`src/rtl/phys_reg_free_list_if.sv`:
```
// Allocation / release bundle between rename-dispatch-retire and the
// physical register free list.
//
// Signals:
//   alloc_req   [1:0]        per-slot allocation request (bit i = dispatch slot i)
//   alloc_grant              all-or-nothing grant for the current alloc_req
//   alloc_tags  [2*TAG_W-1:0] slot i tag at [i*TAG_W +: TAG_W]
//   free_valid  [1:0]        per-port release strobe
//   free_tags   [2*TAG_W-1:0] port i tag at [i*TAG_W +: TAG_W]
//   free_count  [5:0]        number of tags currently held in the list
//   error                    sticky protocol-error flag
//
// master = rename/retire side, slave = the free list.
interface phys_reg_free_list_if #(
    parameter int TAG_W = 5
);
    logic [1:0]         alloc_req;
    logic               alloc_grant;
    logic [2*TAG_W-1:0] alloc_tags;
    logic [1:0]         free_valid;
    logic [2*TAG_W-1:0] free_tags;
    logic [5:0]         free_count;
    logic               error;

    modport master (
        output alloc_req, free_valid, free_tags,
        input  alloc_grant, alloc_tags, free_count, error
    );

    modport slave (
        input  alloc_req, free_valid, free_tags,
        output alloc_grant, alloc_tags, free_count, error
    );
endinterface

```
`src/rtl/phys_reg_free_list.sv`:
```
// Physical register free list for the out-of-order 6502 core.
// Hands out up to two free physical tags per cycle to rename/dispatch and
// takes back up to two released tags per cycle from retire. Tags 0 and 1 are
// the constant registers and never enter the list.
//
// Ports:
//   clk   sole clock, rising edge
//   rst   asynchronous active-low reset
//   bus   phys_reg_free_list_if.slave (alloc request/grant/tags, release
//         strobes/tags, free_count, sticky error)
module phys_reg_free_list #(
    parameter int TAG_W      = 5,
    parameter int NUM_TAGS   = 32,
    parameter int FIRST_FREE = 6
) (
    input  logic                    clk,
    input  logic                    rst,
    phys_reg_free_list_if.slave     bus
);
    localparam int DEPTH    = NUM_TAGS - 2;
    localparam int PTR_W    = $clog2(DEPTH);
    localparam int CNT_W    = 6;
    localparam int INIT_CNT = NUM_TAGS - FIRST_FREE;

    logic [TAG_W-1:0]    fifo_q [DEPTH];
    logic [PTR_W-1:0]    head_q, head_d;
    logic [PTR_W-1:0]    tail_q, tail_d;
    logic [CNT_W-1:0]    count_q, count_d;
    logic [NUM_TAGS-1:0] in_list_q, in_list_d;
    logic                error_q, error_d;

    logic [1:0]       n_alloc, n_free;
    logic             grant;
    logic [TAG_W-1:0] alloc_tag0, alloc_tag1;
    logic [TAG_W-1:0] free_tag0, free_tag1;
    logic             real0, real1, accept0, accept1, dup0, dup1;
    logic [PTR_W-1:0] wr_ptr1;

    // DEPTH is not a power of two, so pointer wrap is compare-and-subtract.
    function automatic logic [PTR_W-1:0] ptrAdd(input logic [PTR_W-1:0] p,
                                                 input logic [1:0] n);
        logic [PTR_W:0] sum;
        sum = {1'b0, p} + (PTR_W+1)'(n);
        if (sum >= (PTR_W+1)'(DEPTH))
            sum = sum - (PTR_W+1)'(DEPTH);
        return sum[PTR_W-1:0];
    endfunction

    // Allocation: requesting slots are compressed onto consecutive entries
    // starting at head, so a lone slot-1 request takes fifo[head].
    always_comb begin
        n_alloc    = {1'b0, bus.alloc_req[0]} + {1'b0, bus.alloc_req[1]};
        grant      = (count_q >= CNT_W'(n_alloc));
        alloc_tag0 = fifo_q[head_q];
        alloc_tag1 = fifo_q[bus.alloc_req[0] ? ptrAdd(head_q, 2'd1) : head_q];
    end

    // Release: port 0 is handled before port 1, so port 1 repeating port 0's
    // accepted tag counts as a double free.
    always_comb begin
        free_tag0 = bus.free_tags[TAG_W-1:0];
        free_tag1 = bus.free_tags[2*TAG_W-1:TAG_W];
        real0     = bus.free_valid[0] && (free_tag0 > TAG_W'(1));
        real1     = bus.free_valid[1] && (free_tag1 > TAG_W'(1));
        accept0   = real0 && !in_list_q[free_tag0];
        dup0      = real0 &&  in_list_q[free_tag0];
        dup1      = real1 && (in_list_q[free_tag1] || (accept0 && free_tag1 == free_tag0));
        accept1   = real1 && !dup1;
        n_free    = {1'b0, accept0} + {1'b0, accept1};
        wr_ptr1   = accept0 ? ptrAdd(tail_q, 2'd1) : tail_q;
    end

    // Next-state bookkeeping. A granted tag is in the list and an accepted
    // tag is not, so the clear and set below never touch the same bit.
    always_comb begin
        in_list_d = in_list_q;
        if (grant && bus.alloc_req[0]) in_list_d[alloc_tag0] = 1'b0;
        if (grant && bus.alloc_req[1]) in_list_d[alloc_tag1] = 1'b0;
        if (accept0) in_list_d[free_tag0] = 1'b1;
        if (accept1) in_list_d[free_tag1] = 1'b1;
        head_d  = grant ? ptrAdd(head_q, n_alloc) : head_q;
        tail_d  = ptrAdd(tail_q, n_free);
        count_d = count_q - (grant ? CNT_W'(n_alloc) : CNT_W'(0)) + CNT_W'(n_free);
        error_d = error_q | dup0 | dup1;
    end

    always_ff @(posedge clk or negedge rst) begin
        if (!rst) begin
            for (int i = 0; i < DEPTH; i++)
                fifo_q[i] <= (i < INIT_CNT) ? TAG_W'(FIRST_FREE + i) : '0;
            for (int t = 0; t < NUM_TAGS; t++)
                in_list_q[t] <= (t >= FIRST_FREE);
            head_q  <= '0;
            tail_q  <= PTR_W'(INIT_CNT % DEPTH);
            count_q <= CNT_W'(INIT_CNT);
            error_q <= 1'b0;
        end else begin
            if (accept0) fifo_q[tail_q]  <= free_tag0;
            if (accept1) fifo_q[wr_ptr1] <= free_tag1;
            in_list_q <= in_list_d;
            head_q    <= head_d;
            tail_q    <= tail_d;
            count_q   <= count_d;
            error_q   <= error_d;
        end
    end

    assign bus.alloc_grant = grant;
    assign bus.alloc_tags  = {alloc_tag1, alloc_tag0};
    assign bus.free_count  = count_q;
    assign bus.error       = error_q;
endmodule
```
`src/flat_wrapper.sv`:
```
// flat-port wrapper written by rule: the top's interface ports become plain ports
module phys_reg_free_list_flat 
#(
    parameter int TAG_W      = 5,
    parameter int NUM_TAGS   = 32,
    parameter int FIRST_FREE = 6
)
  (clk, rst, bus_alloc_req, bus_free_valid, bus_free_tags, bus_alloc_grant, bus_alloc_tags, bus_free_count, bus_error);
  phys_reg_free_list_if #(.TAG_W(TAG_W)) bus_i ();
  input  logic clk;
  input  logic rst;
  input wire logic [$bits(bus_i.alloc_req)-1:0] bus_alloc_req;
  input wire logic [$bits(bus_i.free_valid)-1:0] bus_free_valid;
  input wire logic [$bits(bus_i.free_tags)-1:0] bus_free_tags;
  output wire logic [$bits(bus_i.alloc_grant)-1:0] bus_alloc_grant;
  output wire logic [$bits(bus_i.alloc_tags)-1:0] bus_alloc_tags;
  output wire logic [$bits(bus_i.free_count)-1:0] bus_free_count;
  output wire logic [$bits(bus_i.error)-1:0] bus_error;
  assign bus_i.alloc_req = bus_alloc_req;
  assign bus_i.free_valid = bus_free_valid;
  assign bus_i.free_tags = bus_free_tags;
  assign bus_alloc_grant = bus_i.alloc_grant;
  assign bus_alloc_tags = bus_i.alloc_tags;
  assign bus_free_count = bus_i.free_count;
  assign bus_error = bus_i.error;
  phys_reg_free_list #(.TAG_W(TAG_W), .NUM_TAGS(NUM_TAGS), .FIRST_FREE(FIRST_FREE)) u_core (.clk(clk), .rst(rst), .bus(bus_i));
endmodule
```
`config.mk`:
```
export PLATFORM = sky130hd
export DESIGN_NAME = phys_reg_free_list_flat
export DESIGN_NICKNAME = d
export VERILOG_FILES = /design/src/rtl/phys_reg_free_list_if.sv /design/src/rtl/phys_reg_free_list.sv /design/src/flat_wrapper.sv
export SDC_FILE = /design/constraint.sdc
export NUM_CORES = 1
export LEC_CHECK = 0
export CELL_PAD_IN_SITES_DETAIL_PLACEMENT = 1
export CELL_PAD_IN_SITES_GLOBAL_PLACEMENT = 1
export CORE_ASPECT_RATIO = 0.6
export CORE_UTILIZATION = 39
export DETAILED_ROUTE_END_ITERATION = 10
export GPL_TIMING_DRIVEN = 0
export PLACE_DENSITY = 0.66
export SYNTH_ARGS = -nofsm -noshare
export SYNTH_HDL_FRONTEND = slang
export SYNTH_SLANG_ARGS = --single-unit
```
`constraint.sdc`:
```
create_clock -name clk -period 6 [get_ports clk]
set_clock_uncertainty 0.1 [all_clocks]
set_input_delay 1.8 -clock clk [delete_from_list [all_inputs] [get_ports clk]]
set_output_delay 1.8 -clock clk [all_outputs]
set_load 0.1 [all_outputs]
```
## Yosys cells after proc, flatten, opt, wreduce, memory -nomap -nowiden

Cells that the tools add are included.

| storage, ports and cells | value |
|---|---|
| word-level logic and storage cells | 136 |
| input bits | 16 |
| register bits after elaboration | 199 |
| output and inout port bits | 18 |

| cells by class | value |
|---|---|
| reduce and logical (&&, ||, !) cells | 18 |
| $add $sub $neg | 12 |
| bitwise logic cells | 12 |
| mux-type cells | 37 |
| order comparisons | 21 |
| equality and inequality tests | 1 |

Operators with widths:

| cell | count |
|---|---|
| bitwise mux 150 bit | 2 |
| two-way mux 150 bit | 2 |
| two-way mux 32 bit | 4 |
| bitwise AND 32 bit | 2 |
| inverter 32 bit | 2 |
| bitwise OR 32 bit | 2 |
| two-way mux 5 bit | 12 |
| binary-select mux 5 bit (select 5 bit) | 2 |
| demux 5 bit (select 5 bit) | 2 |
| >= comparator 6 x 5 -> 1 bit, second input constant | 4 |
| >= comparator 6 bit, second input constant | 4 |
| less-than comparator 5 x 6 -> 1 bit, second input constant | 4 |
| inverter 5 -> 6 bit | 4 |
| demux 1 bit (select 5 bit) | 4 |
| >= comparator 5 x 1 -> 1 bit, second input constant | 4 |
| subtractor 5 bit, second input constant | 4 |
| logical AND 1 bit | 15 |
| adder 5 x 1 -> 6 bit, second input constant | 2 |
| adder 5 x 2 -> 6 bit | 2 |
| less-than comparator 6 x 1 -> 1 bit, second input constant | 2 |
| binary-select mux 1 bit (select 5 bit) | 2 |
| greater-than comparator 5 x 1 -> 1 bit, second input constant | 2 |
| adder 6 x 2 -> 6 bit | 1 |
| >= comparator 6 x 2 -> 1 bit | 1 |
| 8 further kinds | 16 |

## Logic depth before layout (Yosys ltp)

Gate-level depths: netlist (run 1).

| depth | value |
|---|---|
| depth after elaboration | 19 |
| depth in mapped cells | 20 |
| gate-level depth less buffers | 18 |

## Worst setup path before layout (run 1)

Ideal clock, no wire load.

| timing path | value |
|---|---|
| path kind | input-to-output |
| start | input port bus_alloc_req[0] |
| end | output port bus_alloc_tags[6] |
| arrival | 5.377 ns |
| path buffers | 1 |
| data required time | 4.100 ns |
| slack | -1.277 ns |
| stages | 8 |
| cells stage by stage | and4_1 -> and3_1 -> a31oi_1 -> nand3_1 -> buf_2 -> a2111oi_0 -> a211oi_1 -> a2111oi_2 |

| between the ends | value |
|---|---|
| word-level cells in the longest chain between the ends | 5 |

RTL lines:

| what | line | RTL |
|---|---|---|
| from (decl) | flat_wrapper.sv:12 | `input wire logic [$bits(bus_i.alloc_req)-1:0] bus_alloc_req;` |
| two-way mux 5 bit | phys_reg_free_list.sv:55 | `alloc_tag1 = fifo_q[bus.alloc_req[0] ? ptrAdd(head_q, 2'd1) : head_q];` |
| inverter 5 -> 6 bit | phys_reg_free_list.sv:55 |  |
| binary-select mux 5 bit (select 5 bit) | phys_reg_free_list.sv:55 |  |
| two-way mux 5 bit (2 in a row) | phys_reg_free_list.sv:55 |  |
| to (decl) | flat_wrapper.sv:16 | `output wire logic [$bits(bus_i.alloc_tags)-1:0] bus_alloc_tags;` |

Every way passes these cells. The select of a mux whose other input is x is not followed.

## Final worst setup path (run 1)

| timing path | value |
|---|---|
| start | input port bus_alloc_req[0] |
| end | output port bus_alloc_tags[8] |

The elaborated chain is that of the path after synthesis.

==> results of run 1 <==
-- kinds of logic after synthesis --
logic type,after synthesis,synth area share
flip-flops,199,0.343
adder cells (fa/ha/maj),34,0.0302
XOR/XNOR,23,0.0145
multiplexers,380,0.329
AND/OR/NAND/NOR,369,0.125
AO/OA/AOI/OAI,269,0.120
buffers and inverters,143,0.0390
-- worst reg2reg max path, cell delays in order (launching register included) --
cell	delay [ns]
dfrtp_1	0.36
buf_4	0.18
buf_12	0.18
buf_8	0.18
inv_1	0.06
ha_1	0.33
and4_4	0.21
and3_4	0.19
a31oi_4	0.22
nand3_4	0.24
buf_4	0.24
buf_4	0.13
mux4_2	0.35
a221oi_2	0.38
a2111oi_4	0.16
buf_4	0.21
nor4_2	0.94
nor4b_1	0.43
o221ai_1	0.24
-- flip-flops by register name (all words and copies together) (netlist names) --
register and count:
u_core.in_list_q 32, u_core.bus.free_count 6, u_core.bus.error 1, u_core.head_q 5, u_core.tail_q 5, u_core.fifo_q 150
-- metrics by stage --
| stage | cells | area (um^2) |
|---|---|---|
| floorplan | 1417 | 15100 |
| global placement | 1958 | 16000 |
| detailed placement | 1959 | 16100 |
| CTS | 2014 | 17300 |
| global route | 2042 | 17800 |
| finish | 2044 | 17800 |
-- per-layer routing --
layer,GRT usage,vias up
li1,-,5513
met1,0.525,7063
met2,0.443,790
met3,0.144,98
met4,0.0832,0
met5,0,-
-- layout by cell type (no fill, tap or decap), drive strengths merged, types with 6 or more instances in the layout --
| cell type | instances |
|---|---|
| a2111oi | 6 |
| a211oi | 7 |
| a21oi | 32 |
| a221o | 16 |
| a31oi | 24 |
| and2 | 13 |
| and3 | 12 |
| buf | 101 |
| clkbuf | 79 |
| clkdlybuf4s15 | 6 |
| clkdlybuf4s50 | 11 |
| clkinv | 6 |
| dfrtp | 94 |
| dfstp | 105 |
| ha | 28 |
| inv | 45 |
| mux2 | 180 |
| mux2i | 130 |
| mux4 | 70 |
| nand2 | 183 |
| nand2b | 9 |
| nand3 | 17 |
| nand4 | 7 |
| nor2 | 44 |
| nor2b | 7 |
| nor3 | 28 |
| nor3b | 10 |
| nor4 | 16 |
| nor4b | 7 |
| o211ai | 8 |
| o21a | 6 |
| o21ai | 105 |
| o221ai | 12 |
| xnor2 | 10 |
| xor2 | 13 |
-- worst min-delay path by stage --
stage / start / endpoint / slack (ns) / cells after the start
finish: u_core.bus.error / u_core.bus.error / 0.39 / 2
global route: u_core.in_list_q[20] / u_core.in_list_q[20] / 0.45 / 2
CTS: u_core.bus.error / u_core.bus.error / 0.40 / 2
detailed placement: u_core.bus.error / u_core.bus.error / 0.39 / 2
global placement: u_core.bus.error / u_core.bus.error / 0.37 / 2
floorplan: u_core.in_list_q[16] / u_core.in_list_q[16] / 0.37 / 2
-- repair_timing --
item	CTS	global route
pin swaps	13	19
gates cloned	1	0
endpoints found under the setup margin	192	24
resized for setup	193	62
buffers inserted	24	32
-- area by class of cell --
cell class                 instances  area share
timing repair buffer              85      0.0474
antenna                            2    0.000282
clock buffer                      19      0.0249
sequential                       199       0.288
tap                              513      0.0361
multi-input combinational       1075       0.549
clock inverter                    13     0.00789
inverter                          42      0.0109
buffer                            96      0.0358
-- power by group --
part | switching (mW) | total (mW) | internal (mW)
Clock | 0.642 | 1.24 | 0.600
Combinational | 5.28 | 8.66 | 3.38
Sequential | 0.590 | 2.73 | 2.14
==> results.json, run 1 <==
{
  "cp_slowest_cell": "mux4_2",
  "r2r_end": "u_core.in_list_q[5]",
  "register_area_um2": 5110,
  "crit_path_max_fanout": 5,
  "status": "complete, but fails checks",
  "p_per_area_nw_per_um2": 711,
  "wl_met2_um": 25400,
  "hold_viol": 0,
  "nets": 1564,
  "tritoncts": "built",
  "die_w_um": 255,
  "ys_seq_elements": 199,
  "period_share": 1.06,
  "path_class": "in -> out",
  "yosys.area.top_type": "dfstp_2",
  "routed-via-count": 13464,
  "gp_congestion": 1.07,
  "ctsHtreeMaxLevel": 4,
  "max_stage_delay_ns": 0.55,
  "grt_pass1_wl_um": 96200,
  "slew_headroom": 0.0935,
  "top_layer_used": "met4",
  "async_reset_ff_frac": 1.00,
  "violations": "DRC, setup timing",
  "avgSynthCellArea_um2": 10.5,
  "min_period_ns": 6.35,
  "cts_buffers": 17,
  "row_count": 55,
  "synthMostInstantiatedCell": "nand2_1",
  "fmax_ghz": 0.157,
  "cts-hold-fix-buffers": 0,
  "drive_gt1_frac": 0.385,
  "power_mw": 12.6,
  "vias_per_cell": 6.59,
  "final_util": 0.471,
  "drt_iter0_markers": 1520,
  "start_kind": "input pin",
  "post-place-ws_ns": -2.74,
  "whs_ns": 0.393,
  "setup_tns_ns": -1.03,
  "cpLargestDelayFamily": "compound AO/OA/AOI/OAI gates",
  "syn_inst": 1417,
  "p_leak_nw": 7.47,
  "drv_cap": 0,
  "multi_input_area_um2": 9750,
  "synth.area.top_cells": "dfstp_2, dfrtp_1, mux2_2",
  "grt_max_degree": 114,
  "reg2reg_depth": 18,
  "setup_viol": 6,
  "cp_num_buf_inv": 5,
  "synth_flop_cell": "dfstp_2",
  "routed_wl_um": 66500,
  "antenna_found_initial": 4,
  "drtPass1Iterations": 8,
  "die_h_um": 154,
  "synth_common_cells": "nand2_1, mux2_2, mux2i_1",
  "root_buffer": "clkbuf_16",
  "core_um2": 37700,
  "grt_use_total": 0.347,
  "cp_num_cells": 12,
  "drc": 4,
  "rr_startpoint": "u_core.head_q[1]",
  "fin_ws_ns": -0.353,
  "worst_slew_pin_slew_ns": 1.35,
  "regToRegSetupSlack_ns": 0.53,
  "met1_length_um": 30500,
  "initial_utilization": 0.396,
  "numPortBuffers": 28,
  "syn_area_um2": 14900,
  "crit_chain": "buf_8, and4_4, and3_4, a31o_4, nor3_4, buf_12, buf_12, mux4_2, a2111o_1, nor2_4, buf_12, buf_16",
  "synth_edf_count": 0,
  "crit_path_frequent_cell": "buf_12",
  "startpoint": "bus_alloc_req[0]",
  "yosysWarnings": 0,
  "dpl.hpwl_um": 49500,
  "cts_buffer_depth": 2,
  "synth_cell_types": 84,
  "die-area_um2": 39100,
  "worstPathArrival_ns": 4.45,
  "grt_pass1_vias": 13459,
  "vdd.ir_drop.worst_uv": 466,
  "syn_nets": 1465,
  "cts_sinks": 199,
  "clk_latency_ns": 0.48,
  "synth_top_area_share": 0.185,
  "rsz0062_at_grt": "true",
  "ant_nets": 0,
  "area_delta_synth_final_pct": 19.0,
  "grt-ovfl-total": 0,
  "critPathRequiredTime_ns": 4.10,
  "synth_seq_area_share": 0.343,
  "ios": 34,
  "route.detailed.wl_per_inst_um": 32.5,
  "end_kind": "output pin",
  "dr_wl_met3_um": 9050,
  "slew_violations": 0,
  "hp-class": "reg -> reg",
  "clkTransAtPathRegs_ns": 0.08,
  "cp-endpoint": "bus_alloc_tags[8]",
  "nFillCells": 4139
}
Power figures use the tool's default switching activity.
==> inputs of run 2 (changes only) <==
--- a/config.mk
+++ b/config.mk
@@ -7,7 +7,8 @@
 export LEC_CHECK = 0
 export CELL_PAD_IN_SITES_DETAIL_PLACEMENT = 1
 export CELL_PAD_IN_SITES_GLOBAL_PLACEMENT = 1
-export CORE_ASPECT_RATIO = 0.6
+export CORE_ASPECT_RATIO = 1.2
+export CORE_MARGIN = 5
 export CORE_UTILIZATION = 39
 export DETAILED_ROUTE_END_ITERATION = 10
 export GPL_TIMING_DRIVEN = 0
==> run 2 against run 1 <==
The flow finishes with violations (setup timing). Worst setup slack lost 0.078 ns. Largest cell class unchanged. Maximum frequency down 1.2%. Register-to-register slack gained 0.05 ns. Combinational power is 5.1% lower. Critical path type unchanged.
==> results.json, run 2 (same netlist as run 1, synthesis figures left out) <==
{
  "crit_path_max_fanout": 5,
  "slew_violations": 0,
  "grt_pass1_wl_um": 91800,
  "hold_viol": 0,
  "drc": 0,
  "final_util": 0.461,
  "ant_nets": 0,
  "gp_congestion": 0.992,
  "worstPathArrival_ns": 4.53,
  "routed_wl_um": 62600,
  "status": "complete, but fails checks",
  "cts_buffers": 17,
  "clkTransAtPathRegs_ns": 0.09,
  "drive_gt1_frac": 0.372,
  "start_kind": "input pin",
  "mostFrequentLayoutCells": "nand2_1, mux2_2, mux2i_1",
  "root_buffer": "clkbuf_16",
  "ios": 34,
  "worst_slew_pin_slew_ns": 1.34,
  "ctsHtreeMaxLevel": 4,
  "regMostFlops": "u_core.fifo_q",
  "path_class": "in -> out",
  "post-place-ws_ns": -2.87,
  "numPortBuffers": 28,
  "cts_sinks": 199,
  "critPathRequiredTime_ns": 4.10,
  "whs_ns": 0.399,
  "slew_headroom": 0.105,
  "fin_ws_ns": -0.431,
  "grt-ovfl-total": 0,
  "die-area_um2": 42300,
  "nets": 1558,
  "rsz0062_at_grt": "true",
  "grt_use_total": 0.294,
  "grt_max_degree": 107,
  "area_delta_synth_final_pct": 17.1,
  "min_period_ns": 6.43,
  "die_w_um": 189,
  "antenna_found_initial": 0,
  "clk_latency_ns": 0.49,
  "largest_reg_flops": 150,
  "drv_cap": 0,
  "p_leak_nw": 7.36,
  "final_common_cell": "nand2_1",
  "end_kind": "output pin",
  "drtPass1Iterations": 5,
  "setup_tns_ns": -1.39,
  "vias_per_cell": 6.46,
  "cts_buffer_depth": 2,
  "vdd.ir_drop.worst_uv": 592,
  "p_per_area_nw_per_um2": 691,
  "setup_viol": 5,
  "regToRegSetupSlack_ns": 0.58,
  "routed-via-count": 12946,
  "core_um2": 37900,
  "dpl.hpwl_um": 45000,
  "drt_iter0_markers": 1071,
  "die_h_um": 224,
  "route.detailed.wl_per_inst_um": 31.3,
  "power_mw": 12.1,
  "violations": "setup timing",
  "grt_pass1_vias": 13698,
  "n_antenna_cell": 0,
  "period_share": 1.07,
  "initial_utilization": 0.394,
  "row_count": 78,
  "hp-class": "reg -> reg",
  "tritoncts": "built",
  "fmax_ghz": 0.155,
  "cts-hold-fix-buffers": 0
}
## run 2: changes by cell type in the layout (fill, tap and decap cells not counted), moves of 3 or more
cell / before / now
clkbuf_2: 2 / 6
a22oi_1: 1 / 4
a2111oi_0: 0 / 3
clkbuf_4: 9 / 3
buf_4: 58 / 47
a21oi_1: 28 / 31
a22oi_2: 3 / 0
buf_2: 8 / 12
buf_6: 14 / 18
inv_1: 31 / 34
## run 2: path summary, 6_finish.rpt
| kind | startpoint | endpoint | cells past startpoint |
|---|---|---|---|
| max | bus_alloc_req[0] | bus_alloc_tags[8] | 10 |
| min | u_core.bus.error | u_core.bus.error | 2 |
| max reg2reg | u_core.head_q[1] | u_core.in_list_q[21] | 19 |
| min reg2reg | u_core.bus.error | u_core.bus.error | 2 |
| max in group asynchronous | rst | u_core.fifo_q[117] | 2 |
| min in group asynchronous | rst | u_core.bus.free_count[5] | 1 |
## run 2: final cells by class
type | count | area (um^2)
Fill cell | 4124 | 20400
Multi-Input combinational cell | 1075 | 9620
Sequential cell | 199 | 5110
Timing Repair Buffer | 81 | 805
Tap cell | 480 | 601
Buffer | 94 | 587
Clock buffer | 18 | 429
Inverter | 42 | 175
Clock inverter | 14 | 143
## run 2: critical path, cell delays in order
cell      delay [ns]
buf_8           0.10
and4_4          0.16
and3_4          0.19
a31o_4          0.25
nor3_4          0.32
buf_12          0.18
mux4_2          0.56
a2111o_1        0.49
nor2_4          0.25
buf_12          0.21
## run 2: report_power, final
group          total [mW]  internal (mW)  leakage, nW  switching [mW]
clock                1.19          0.553        0.267           0.641
sequential           2.67           2.14         2.30           0.532
combinational        8.22           3.19         4.80            5.02
## run 2: repair_timing
action,in CTS,in global routing
endpoints found under the setup margin,174,36
pin swaps,12,17
hold endpoints to repair,0,0
resized for setup,171,53
buffers inserted,28,22
gates cloned,1,0
## run 2: through the flow
step / instance area, um^2 / instances
3_3_place_gp: 16000 / 1925
4_1_cts: 17200 / 1985
3_5_place_dp: 16000 / 1927
6_report: 17500 / 2003
2_1_floorplan: 15100 / 1417
5_1_grt: 17500 / 2003
## run 2: routing by layer
| layer | vias up | routed length (um) | part of all wire | global-route usage |
|---|---|---|---|---|
| met4 | 0 | 3390 | 0.054 | 0.143 |
| met1 | 6728 | 25200 | 0.40 | 0.365 |
| met2 | 548 | 30300 | 0.48 | 0.499 |
| met3 | 157 | 3710 | 0.059 | 0.0481 |
| met5 | - | 0 | 0 | 0 |
| li1 | 5513 | - | - | - |
